<file path="config.mk">
export PLATFORM = sky130hd
export DESIGN_NAME = prio_enc_rr
export DESIGN_NICKNAME = d
export VERILOG_FILES = /design/src/rtl/prio_enc_rr.sv
export SDC_FILE = /design/constraint.sdc
export NUM_CORES = 1
export LEC_CHECK = 0
export CORE_AREA = 8 8 45 47
export CTS_BUF_LIST = sky130_fd_sc_hd__clkbuf_8
export DETAILED_ROUTE_END_ITERATION = 10
export DIE_AREA = 0 0 53 55
export HOLD_SLACK_MARGIN = 0.05
export PLACE_DENSITY = 0.76
export SLEW_MARGIN = 25
export SYNTH_ARGS = -nofsm -noshare
export SYNTH_HDL_FRONTEND = slang
export SYNTH_SLANG_ARGS = --single-unit
</file>
<file path="constraint.sdc">
create_clock -name clk -period 2.2 [get_ports clk]
set_input_delay 0.55 -clock clk [delete_from_list [all_inputs] [get_ports clk]]
set_output_delay 0.55 -clock clk [all_outputs]
set_load 0.02 [all_outputs]
</file>
<file path="src/rtl/prio_enc_rr.sv">
// rtl/prio_enc_rr.sv - registered N-to-log2(N) priority encoder, fixed or round-robin, valid/ready on both sides
module prio_enc_rr #(
  parameter int N         = 4,
  parameter int IDXW      = 2,
  parameter bit MSB_FIRST = 1'b1
) (
  input  logic            clk,
  input  logic            rst,
  input  logic            in_valid,
  output logic            in_ready,
  input  logic [N-1:0]    req,
  input  logic            rr_mode,
  output logic            out_valid,
  input  logic            out_ready,
  output logic [IDXW-1:0] out_idx,
  output logic            out_any,
  output logic [N-1:0]    out_onehot
);

  logic            out_valid_q, out_valid_d;
  logic [IDXW-1:0] out_idx_q, out_idx_d;
  logic            out_any_q, out_any_d;
  logic [N-1:0]    out_onehot_q, out_onehot_d;
  logic [IDXW-1:0] rr_ptr_q, rr_ptr_d;

  logic [IDXW-1:0] win_idx;
  logic            win_any;
  logic            accept;
  logic            pop;
  int              pos;

  // Candidates are scanned from lowest to highest priority so the last hit is the winner.
  always_comb begin
    win_idx = '0;
    win_any = 1'b0;
    pos     = 0;
    if (rr_mode) begin
      for (int k = N - 1; k >= 0; k--) begin
        pos = int'(rr_ptr_q) + k;
        if (pos >= N) pos = pos - N;
        if (req[pos]) begin
          win_idx = IDXW'(pos);
          win_any = 1'b1;
        end
      end
    end else if (MSB_FIRST) begin
      for (int i = 0; i < N; i++) begin
        if (req[i]) begin
          win_idx = IDXW'(i);
          win_any = 1'b1;
        end
      end
    end else begin
      for (int i = N - 1; i >= 0; i--) begin
        if (req[i]) begin
          win_idx = IDXW'(i);
          win_any = 1'b1;
        end
      end
    end
  end

  assign in_ready = !out_valid_q || out_ready;
  assign accept   = in_valid && in_ready;
  assign pop      = out_valid_q && out_ready;

  always_comb begin
    out_valid_d  = out_valid_q;
    out_idx_d    = out_idx_q;
    out_any_d    = out_any_q;
    out_onehot_d = out_onehot_q;
    rr_ptr_d     = rr_ptr_q;
    if (accept) begin
      out_valid_d  = 1'b1;
      out_idx_d    = win_idx;
      out_any_d    = win_any;
      out_onehot_d = win_any ? (N'(1) << win_idx) : '0;
      // Explicit wrap keeps the pointer below N even when N is not a power of two.
      if (rr_mode && win_any) begin
        rr_ptr_d = (win_idx == IDXW'(N - 1)) ? '0 : win_idx + IDXW'(1);
      end
    end else if (pop) begin
      out_valid_d = 1'b0;
    end
  end

  always_ff @(posedge clk) begin
    if (rst) begin
      out_valid_q  <= 1'b0;
      out_idx_q    <= '0;
      out_any_q    <= 1'b0;
      out_onehot_q <= '0;
      rr_ptr_q     <= '0;
    end else begin
      out_valid_q  <= out_valid_d;
      out_idx_q    <= out_idx_d;
      out_any_q    <= out_any_d;
      out_onehot_q <= out_onehot_d;
      rr_ptr_q     <= rr_ptr_d;
    end
  end

  assign out_valid  = out_valid_q;
  assign out_idx    = out_idx_q;
  assign out_any    = out_any_q;
  assign out_onehot = out_onehot_q;

endmodule

</file>
After elaboration in Yosys (flattened, before gate mapping). Cells that the tools add are included.

Word-level logic and storage cells: 71. Input bits: 9. Bits in registers: 10.

Multiplexer cells: 41. Reduce and logical (&&, ||, !) cells: 7. Equal/unequal tests: 1. $lt $le $gt $ge: 8. Shift operators: 1. Add/subtract/negate cells: 8.

Operators by type and width (count): two-way mux 32 bit (8); less-than comparator 32 x 4 -> 1 bit (second input constant) (4); two-way mux 1 bit (20); two-way mux 2 bit (8); subtractor 3 x 3 -> 4 bit (second input constant) (3); >= comparator 3 bit (second input constant) (3); binary-select mux 1 bit (select 2 bit) (4); adder 2 x 2 -> 3 bit (second input constant) (2); two-way mux 4 bit (1); << shifter 1 x 2 -> 4 bit (first input constant) (1); subtractor 2 x 3 -> 4 bit (second input constant) (1); adder 2 x 1 -> 3 bit (second input constant) (1); >= comparator 2 x 3 -> 1 bit (second input constant) (1); logical AND 1 bit (3); adder 2 x 1 -> 2 bit (second input constant) (1); equality test 2 bit (second input constant) (1); AND reduction 2 bit (1); nonzero test 2 bit (1); zero test 1 bit (1); logical OR 1 bit (1).

Depth between registers and ports, before layout.
Depth after elaboration: 14. Depth in mapped cells: 7.

Worst setup path after synthesis. No wires, ideal clock.

Kind: input to register. Start: input port req[0]. End: register out_onehot_q[0] (netlist: out_onehot[0]). Slack: 0.214 ns. Library setup time: 0.127 ns. Arrival: 1.859 ns. Stages: 7. Path through: nor2b_1 -> a2111oi_4 -> nor4_1 -> or3_1 -> ha_1 -> a22oi_1 -> nor2_1.

Cells in the longest elaborated chain, start to end: 10. Elaborated cells between the ends (all ways): 28. Those cells by class: shift: 1; mux: 27.

RTL lines: from (decl) (line 11) `input logic [N-1:0] req,`; binary-select mux 1 bit (select 2 bit) (line 41) `if (req[pos]) begin`; two-way mux 1 bit (implied by the code) (2 in series) (line 41); two-way mux 2 bit (4 in series) (line 41); two-way mux 2 bit (line 37) `if (rr_mode) begin`; << shifter 1 x 2 -> 4 bit (line 77) `out_onehot_d = win_any ? (N'(1) << win_idx) : '0;`; two-way mux 4 bit * (line 77); to (signal assigned) (line 98) `out_onehot_q <= out_onehot_d;`; to (decl) (line 23) `logic [N-1:0] out_onehot_q, out_onehot_d;`.

Every way passes the cells marked *; elsewhere a longest branch is shown, timed or not. The select of a mux whose other input is x is not followed. A chain may end at the register's enable or synchronous reset.

Worst setup path after layout.
Start: input port req[0]. End: register out_onehot_q[1] (netlist: out_onehot[1]).

The elaborated chain is that of the path after synthesis.

==> impl_metrics.yaml <==
run_status:
  outcome: "complete, no violations"
power:
  pwr-share-seq_pct: 36.3
  p_switching_uw: 159
  p_int_uw: 407
  power.leakage_uw: 0.000451
  power_density_nw_per_um2: 557
  power_uw: 567
  switching_share_pct: 28.1
  peakVddDrop_mv: 0.677
  combPwrFrac_pct: 31.5
  pwr-share-clk_pct: 32.2
sta:
  hold_violations: 0
  finalCriticalPeriod_ns: 2.11
  finalSetupViolations: 0
  hold_ws_ns: 0.456
  maxSlewHeadroom_pct: 59.4
  rsz0062_at_grt: "false"
  clock-skew-final_ns: 0.00611
  max_freq_ghz: 0.475
  fin_crit_sh_pct: 95.8
  slew_violations: 0
  tightest_slew_ns: 0.604
floorplan:
  core_area_um2: 1380
  die_y_um: 55
  fp-row-count: 14
  boundaryPins: 18
  initial_core_util_pct: 43.9
  die_w_um: 53
  die-area_um2: 2920
logic_synthesis:
  synth_ff_type: "dfxtp_1"
  synth_top_area_share_pct: 32.9
  synth_edf_count: 0
  yosysTopAreaCell: "dfxtp_1"
  syn_area_um2: 608
  synthAdderAreaFrac_pct: 8.23
  synth_xor_xnor_area_share_pct: 0
  synthArstFlopShare_pct: 0
  yosysWarnings: 0
  synth-seq-cells: 10
  ys_top_cells_by_area: "dfxtp_1 (33%), ha_1 (8.2%), a22oi_1 (6.2%)"
  synth_simple_gate_area_share_pct: 24.3
  syn_area_per_cell_um2: 8.94
  synth_cells: 68
  synth_top_family_by_area: "compound AO/OA/AOI/OAI gates"
  synth-seq-area-share_pct: 32.9
  synthMuxAreaShare_pct: 1.65
  synth_nets: 81
  ys_types: 31
  synth_compound_area_share_pct: 28.0
job:
  drv_cap: 0
placed_design:
  placed_area_um2: 930
  dp_hpwl_um: 1320
  numPortBuffers: 17
  gp_congestion: 0.857
  placedCellCount: 118
cells_and_area:
  drive_gt1_share_pct: 35.2
  diodes: 0
  fin_area_um2: 1020
  stdcell_count: 121
  syn_to_final_growth_pct: 67.3
  final_cell_mix: "buf_4 (18), clkdlybuf4s50_1 (11), dfxtp_1 (10)"
  layout_commonest_cell: "buf_4"
  nets: 120
cts:
  clkSinkCount: 10
  cts_buffer_depth: 2
  root_buffer: "clkbuf_8"
  holdBufCountCts: 0
  numCtsBuffers: 3
  path_clk_slew_ns: 0.04
  htreeDepth: 1
  clock_latency_ns: 0.23
  cts_tree: "yes"
detailed_routing:
  wl_per_cell_um: 15.0
  finalWirelength_um: 1810
  via_count: 669
  drt_first_pass_iters: 4
  routed_via_density: 5.53
  drtIter0Drc: 9
  drc: 0
  ant_nets: 0
global_routing:
  gr-usage-met3_pct: 4.81
  grt_util_met1_pct: 12.7
  track_usage_pct: 12.7
  grt_pass1_wl_um: 2790
  grt_antenna_before_repair: 0
  grt_start_max_net_pins: 11
  use_met2_pct: 24.2
  busiest_layer: "met2"
  first_global_vias: 656
  overflow: 0
setup_path:
  path_class: "primary input to register"
  critPathMaxFanout: 4
  cp.arrival_ns: 2.22
  critPathCaptureType: "register"
  r2r_slack_ns: 0.25
  worstPathRequired_ns: 2.31
  startpoint_type: "primary input"
worst_hold_path:
  worst_hold_path_type: "register to register"
[per-stage QoR]
| stage | utilization, % | setup TNS, ns | worst slack, ns |
|---|---|---|---|
| global placement | 67.2 | -1.62 | -0.343 |
| global route | 73.5 | 0 | 0.0346 |
| detailed placement | 67.2 | -2.03 | -0.430 |
| CTS | 71.5 | 0 | 0.0111 |
| finish | 73.5 | 0 | 0.0928 |
| floorplan | - | 0 | 0.214 |
[layout make-up]
type	instances	area [um2]
Multi-Input combinational cell	50	424
Fill cell	101	367
Timing Repair Buffer	35	305
Sequential cell	10	200
Clock buffer	3	41.3
Inverter	7	26.3
Tap cell	16	20.0
[worst max-delay path: stages]
cell and delay (ns):
dlygate4sd2_1 0.27, nor2b_4 0.15, a2111oi_4 0.38, nor4_4 0.08
or3_4 0.39, ha_1 0.19, a22oi_1 0.15, nor2_1 0.06
[kinds of logic after synthesis]
family                   Yosys count
flip-flops                        10
buffers and inverters              8
multiplexers                       1
adder cells (fa/ha/maj)            4
AO/OA/AOI/OAI                     20
AND/OR/NAND/NOR                   25
[power groups by stage]
stage	combinational [uW]	clock, uW	sequential (uW)
final	178	182	206
after global routing	192	198	208
after CTS	172	187	205
after detailed placement	166	0	207
after global placement	162	0	207
after floorplan	69.8	0	218
[worst paths after layout]
kind | startpoint | to | depth (start not counted)
setup / recovery | req[0] | out_onehot[1]$_SDFFE_PP0P_ | 8
hold / removal | out_idx[0]$_SDFFE_PP0P_ | out_idx[0]$_SDFFE_PP0P_ | 2
setup reg to reg | rr_ptr_q[0]$_SDFFE_PP0P_ | out_onehot[1]$_SDFFE_PP0P_ | 7
hold reg to reg | out_idx[0]$_SDFFE_PP0P_ | out_idx[0]$_SDFFE_PP0P_ | 2
[routing by layer]
| layer | vias up | part of all wire, % |
|---|---|---|
| met5 | - | 0 |
| met4 | 0 | 1.4 |
| met3 | 2 | 6.6 |
| met2 | 19 | 53 |
| met1 | 320 | 39 |
| li1 | 328 | - |
[flip-flops by register name, indices dropped and copies added (netlist names)]
name	cells
out_any	1
out_idx	2
out_onehot	4
out_valid	1
rr_ptr_q	2
[synthesized netlist by cell type (2+ instances only)]
cell type,number
nand2_1,2
nor2_1,7
nor4_1,2
a21oi_1,5
a22oi_1,5
nor3_1,2
inv_2,2
ha_1,4
nor2b_1,2
or2b_1,2
dfxtp_1,10
inv_1,5
nand2b_1,2
[what timing repair did]
item	4_1_cts	5_1_grt
buffers inserted	0	0
pin swaps	3	1
gates cloned	0	0
setup endpoints to repair	6	5
resized for setup	12	6
(Power assumes the default switching activity.)
